[config.mk]
export PLATFORM = sky130hd
export DESIGN_NAME = tdm_demux4
export DESIGN_NICKNAME = d
export VERILOG_FILES = /design/src/rtl/tdm_pkg.sv /design/src/rtl/tdm_lane_shifter.sv /design/src/rtl/tdm_demux4.sv
export SDC_FILE = /design/constraint.sdc
export NUM_CORES = 1
export LEC_CHECK = 0
export CAP_MARGIN = 20
export CORE_MARGIN = 1.5
export CORE_UTILIZATION = 54
export DETAILED_ROUTE_END_ITERATION = 10
export HOLD_SLACK_MARGIN = 0.1
export PLACE_DENSITY = 0.82
export REMOVE_ABC_BUFFERS = 1
export SYNTH_ARGS = -nofsm -noshare
export SYNTH_HDL_FRONTEND = slang
export SYNTH_SLANG_ARGS = --single-unit
[constraint.sdc]
create_clock -name clock -period 3.7 [get_ports clock]
set_clock_uncertainty 0.1 [all_clocks]
set_input_delay 0.74 -clock clock [delete_from_list [all_inputs] [get_ports clock]]
set_output_delay 0.74 -clock clock [all_outputs]
set_load 0.005 [all_outputs]
[src/rtl/tdm_pkg.sv]
// Shared types and constants for the four-lane TDM demultiplexer.
// Frame length grows to five slots when TDM_DEMUX_PARITY_EN is defined.
package tdm_pkg;

    typedef enum logic {
        HUNT   = 1'b0,
        LOCKED = 1'b1
    } state_t;

    localparam int LANES  = 4;
    localparam int ADDR_W = 3;

`ifdef TDM_DEMUX_PARITY_EN
    localparam int SLOTS = 5;
`else
    localparam int SLOTS = 4;
`endif

endpackage

[src/rtl/tdm_lane_shifter.sv]
// One lane deserializer: WIDTH-bit MSB-first shift register with clear.
// Latency: 1 cycle per shifted bit. No backpressure; shifts whenever en is high.
// Clear and shift in the same cycle leaves only the new bit (start of a fresh word).
module tdm_lane_shifter #(
    parameter int WIDTH = 8
) (
    input  logic             clock,
    input  logic             reset,
    input  logic             en,
    input  logic             clr,
    input  logic             d,
    output logic [WIDTH-1:0] q
);

    logic [WIDTH-1:0] base;

    always_comb base = clr ? '0 : q;

    always_ff @(posedge clock or posedge reset) begin
        if (reset) begin
            q <= '0;
        end else if (en) begin
            q <= {base[WIDTH-2:0], d};
        end else if (clr) begin
            q <= '0;
        end
    end

endmodule

[src/rtl/tdm_demux4.sv]
// Four-lane TDM demultiplexer/deserializer; optional parity slot via TDM_DEMUX_PARITY_EN.
// Latency: 1 cycle from the final beat of the WIDTH-th frame to Word/Word_valid.
// Backpressure: none; a valid beat is accepted every cycle.
module tdm_demux4
    import tdm_pkg::*;
#(
    parameter int WIDTH = 8
) (
    input  logic                    clock,
    input  logic                    reset,
    input  logic                    din,
    input  logic                    din_valid,
    input  logic                    sync,
    output logic [ADDR_W-1:0]       address,
    output logic [LANES-1:0]        lane,
    output logic [LANES*WIDTH-1:0]  word,
    output logic                    word_valid,
    output logic                    locked,
`ifdef TDM_DEMUX_PARITY_EN
    output logic                    parity_err,
`endif
    output logic                    sync_err
);

    localparam int CW = $clog2(WIDTH);
    localparam logic [ADDR_W-1:0] LAST_SLOT = ADDR_W'(SLOTS - 1);

    state_t                 state;
    logic [CW-1:0]          fcnt;
    logic                   take;
    logic                   clr_all;
    logic                   early;
    logic                   missing;
    logic [ADDR_W-1:0]      slot;
    logic [LANES-1:0]       sh_en;
    logic [WIDTH-1:0]       sh_q [LANES];
    logic [LANES*WIDTH-1:0] word_nxt;

    // Beat classification; slot is where a data bit lands (0 on any sync restart).
    always_comb begin
        take    = 1'b0;
        clr_all = 1'b0;
        early   = 1'b0;
        missing = 1'b0;
        if (din_valid) begin
            if (state == HUNT) begin
                take = sync;
            end else if (sync && address != '0) begin
                early   = 1'b1;
                take    = 1'b1;
                clr_all = 1'b1;
            end else if (!sync && address == '0) begin
                missing = 1'b1;
                clr_all = 1'b1;
            end else begin
                take = (address < ADDR_W'(LANES));
            end
        end
        slot = (early || state == HUNT) ? '0 : address;
    end

    // word_nxt folds in the bit being shifted this cycle so completion needs no extra beat.
    always_comb begin
        sh_en    = '0;
        word_nxt = '0;
        for (int k = 0; k < LANES; k++) begin
            sh_en[k] = take && (slot == ADDR_W'(k));
            word_nxt[k*WIDTH +: WIDTH] = sh_en[k] ? {sh_q[k][WIDTH-2:0], din} : sh_q[k];
        end
    end

    for (genvar k = 0; k < LANES; k++) begin : g_lane
        tdm_lane_shifter #(.WIDTH(WIDTH)) u_shift (
            .clock (clock),
            .reset (reset),
            .en    (sh_en[k]),
            .clr   (clr_all),
            .d     (din),
            .q     (sh_q[k])
        );
    end

    always_ff @(posedge clock or posedge reset) begin
        if (reset) begin
            state      <= HUNT;
            address    <= '0;
            lane       <= '0;
            word       <= '0;
            word_valid <= 1'b0;
            locked     <= 1'b0;
            sync_err   <= 1'b0;
            fcnt       <= '0;
`ifdef TDM_DEMUX_PARITY_EN
            parity_err <= 1'b0;
`endif
        end else begin
            word_valid <= 1'b0;
`ifdef TDM_DEMUX_PARITY_EN
            parity_err <= 1'b0;
`endif
            if (take) begin
                lane[slot[1:0]] <= din;
            end
            if (din_valid) begin
                case (state)
                    HUNT: begin
                        if (sync) begin
                            state   <= LOCKED;
                            locked  <= 1'b1;
                            address <= ADDR_W'(1);
                            fcnt    <= '0;
                        end
                    end
                    LOCKED: begin
                        if (early) begin
                            sync_err <= 1'b1;
                            address  <= ADDR_W'(1);
                            fcnt     <= '0;
                        end else if (missing) begin
                            sync_err <= 1'b1;
                            state    <= HUNT;
                            locked   <= 1'b0;
                            address  <= '0;
                            fcnt     <= '0;
                        end else begin
`ifdef TDM_DEMUX_PARITY_EN
                            // lane holds slots 0..3 of this frame when the parity slot arrives
                            if (address == ADDR_W'(LANES) && ((^lane) != din)) begin
                                parity_err <= 1'b1;
                            end
`endif
                            if (address == LAST_SLOT) begin
                                address <= '0;
                                if (fcnt == CW'(WIDTH - 1)) begin
                                    word       <= word_nxt;
                                    word_valid <= 1'b1;
                                    fcnt       <= '0;
                                end else begin
                                    fcnt <= fcnt + CW'(1);
                                end
                            end else begin
                                address <= address + ADDR_W'(1);
                            end
                        end
                    end
                    default: state <= HUNT;
                endcase
            end
        end
    end

endmodule

==> results.py <==
metrics = {
    "status": {
        "status": "complete, no violations",
    },
    "global_route": {
        "antenna_found_initial": 0,
        "grt_usage_pct": 20.13,
        "overflow": 0,
        "grt_pass1_wl_mm": 9.963,
        "grt_max_degree": 79,
        "first_global_vias": 2160,
    },
    "sta": {
        "period_share_pct": 80.16,
        "slew-limit-headroom_pct": 55.47,
        "setup_viol_count_final": 0,
        "fmax_ghz": 0.3372,
        "grt_setup_unrepaired": "no",
        "worstMarginPinSlew_ps": 667.3,
        "slew_violations": 0,
        "fin_setup_tns_ps": 0,
        "hold_violations": 0,
        "period_minus_slack_ps": 2966,
        "fin_ws_ps": 734.0,
        "hold_slack_ps": 380.4,
    },
    "logic_synthesis": {
        "postSynthCellCount": 296,
        "muxShareOfSynthArea_pct": 7.386,
        "synth_area_per_cell_um2": 11.16,
        "yosys.area_share.simple_pct": 14.36,
        "synth_compound_area_share_pct": 11.93,
        "ys_types": 38,
        "synthAdderAreaFrac_pct": 2.652,
        "synth_top_family_by_area": "simple AND/OR/NAND/NOR gates",
        "ys_warn_count": 0,
        "synth.top_cells.by_area": "dfrtp_1, mux2i_1, o21ai_0",
        "syn_area_um2": 3303,
        "synth_top_area_share_pct": 59.09,
        "synth-xor-area-share_pct": 0,
        "seq_area_frac_synth_pct": 59.09,
        "netlist.top_cell.by_area": "dfrtp_1",
        "ys_ff_latch": 78,
    },
    "routing": {
        "first_pass_iters": 4,
        "wl_per_cell_um": 13.80,
        "viasPerCell": 5.285,
        "routed_wl_mm": 5.809,
        "drt_iter0_drc": 128,
        "drc": 0,
        "antenna_left": 0,
        "vias": 2225,
    },
    "setup_path": {
        "worstPathArrival_ps": 3130,
        "crit_type": "primary input to flip-flop",
        "crit_fanout": 10,
        "crit_chain": "clkdlybuf4s50_1 > ha_1 > and3b_1 > nand4_1 > or2_1 > a31oi_1",
        "cpPeakStageDelay_ps": 520,
        "worstSetupEndpointType": "flip-flop",
        "critPathLaunchType": "primary input",
        "critPathSlowestCell": "nand4_1",
        "cp_data_required_time_ps": 3870,
        "reg2regPathDepth": 8,
    },
    "clock_network": {
        "clk_latency_ps": 340,
        "cts.sinks": 78,
        "cts_tree": "done",
        "cts_resized": 0,
        "path_clk_slew_ps": 80,
        "root_buffer": "clkbuf_8",
        "cts_buffer_depth": 2,
        "cts_htree_levels": 3,
        "cts_buffers": 9,
        "cts_setup_buffers": 0,
        "holdBufCountCts": 0,
    },
    "placement": {
        "placed_cells": 405,
        "dp_slack_ps": 370.7,
        "place_hpwl_mm": 4.002,
        "place_congestion": 0.8518,
        "port_buffers": 46,
        "place_area_um2": 3789,
    },
    "layout": {
        "regArea_um2": 1952,
        "antenna_cells": 0,
        "fill_cells": 496,
        "final_area_um2": 3979,
        "multi_input_area_um2": 1202,
        "area_growth_pct": 20.45,
        "drive_above_1_share_pct": 9.827,
        "stdcell_count": 421,
        "final_nets": 353,
    },
    "pwr": {
        "p_leak_nw": 1.993,
        "ir_drop_v": 0.0003368,
        "cellPowerDensity_nw_per_um2": 542.1,
        "clkPwrFrac_pct": 28.3,
        "p_seq_share_pct": 47.9,
        "swShare_pct": 30.61,
        "p_int_w": 0.001497,
        "combPwrFrac_pct": 23.8,
        "p_switching_w": 0.0006602,
    },
    "floorplan": {
        "start_util_pct": 55.79,
        "core_um2": 5921,
        "row_count": 28,
        "die_w_um": 81.21,
        "die_h_um": 81.21,
        "pin_count": 47,
        "design.die.area_um2": 6595,
    },
    "run": {
        "max-cap-violations": 0,
    },
    "worst_hold_path": {
        "whs_path_depth": 1,
        "min_path_type": "flip-flop to flip-flop",
    },
}
[critical path: cells and delay by family]
kind	cells	cell delay, ps
AOI/OAI and AO/OA	1	160
and+or+nand+nor	3	1360
buffers and inverters	1	490
adders and majority gates	1	370
[worst paths after layout]
| check | to | from | slack, ps |
|---|---|---|---|
| hold reg to reg | sync_err | sync_err | 380 |
| min in group asynchronous | word[7] | reset | 690 |
| max in group asynchronous | address[2] | reset | 2480 |
| hold / removal | sync_err | sync_err | 380 |
| setup / recovery | word[8] | sync | 730 |
| setup reg to reg | word[8] | address[0] | 760 |
[Yosys cell counts, drive strengths merged]
cell type	number
nor3	1
a31oi	12
buf	11
a221oi	1
ha	7
nand2	37
mux2	3
a21o	1
and3b	1
nand4	3
o21bai	1
clkbuf	6
mux2i	21
nand3b	1
a21oi	10
nand2b	1
nor2b	2
nor4	1
a22oi	1
o21ai	37
nor2	35
or3	1
or2	4
inv	8
nand4b	1
or3b	7
a32o	1
dfrtp	78
and3	2
o21a	1
[routing by layer]
metal	GRT usage (%)	part of all wire (%)	vias to the layer above
li1	-	-	1100
met1	25.67	46	1079
met2	32.83	49	37
met3	4.382	3.4	9
met4	9.310	2.0	0
met5	0	0	-
[cells in the final DEF (no fill, tap or decap), types with 2 or more instances in the layout]
cell type | netlist | final
nor2_1 | 35 | 34
dfrtp_1 | 78 | 78
a21oi_1 | 10 | 10
inv_2 | 1 | 2
nand4_1 | 2 | 2
clkinv_2 | 0 | 3
clkdlybuf4s50_1 | 0 | 46
o21ai_0 | 36 | 36
mux2_2 | 3 | 3
clkbuf_8 | 0 | 9
inv_1 | 7 | 6
buf_4 | 2 | 4
or3b_1 | 7 | 7
a31oi_1 | 11 | 11
nand2_1 | 37 | 37
or2_1 | 4 | 4
ha_1 | 7 | 7
and3_1 | 2 | 2
clkinv_4 | 0 | 2
mux2i_1 | 21 | 21
[state kept, by name, indices dropped and copies added, names as in the netlist]
| register | cells |
|---|---|
| fcnt | 3 |
| address | 3 |
| g_lane.u_shift.q | 32 |
| sync_err | 1 |
| word_valid | 1 |
| locked | 1 |
| state | 1 |
| word | 32 |
| lane | 4 |
[power groups by stage]
| stage | registers [W] | logic [W] | clock network, W |
|---|---|---|---|
| 6_report | 0.00103 | 0.000513 | 0.000610 |
| 5_1_grt | 0.00104 | 0.000578 | 0.000650 |
| 4_1_cts | 0.00103 | 0.000519 | 0.000623 |
| 3_5_place_dp | 0.00105 | 0.000516 | 0 |
| 3_3_place_gp | 0.00104 | 0.000495 | 0 |
| 2_1_floorplan | 0.00103 | 0.000331 | 0 |
[cell type report]
| class | instances | area share, % |
|---|---|---|
| sequential | 78 | 49.06 |
| multi-input combinational | 193 | 30.22 |
| timing repair buffer | 51 | 12.83 |
| clock buffer | 10 | 3.208 |
| tap | 75 | 2.358 |
| clock inverter | 6 | 1.572 |
| inverter | 8 | 0.7547 |
[metrics by stage]
stage / total power (W) / utilization (%)
after detailed placement: 0.001565 / 63.99
after CTS: 0.002175 / 67.20
after global routing: 0.002273 / 67.20
after floorplan: 0.001359 / -
after global placement: 0.001540 / 63.99
final: 0.002157 / 67.20
[cells by family (layout without fill, tap and decap cells)]
kind of cell,after synthesis,in the layout
AOI/OAI and AO/OA,65,65
adders and majority gates,7,7
buffers and inverters,25,75
DFF,78,78
muxes,24,24
and+or+nand+nor,97,97
Power figures use the tool's default switching activity.
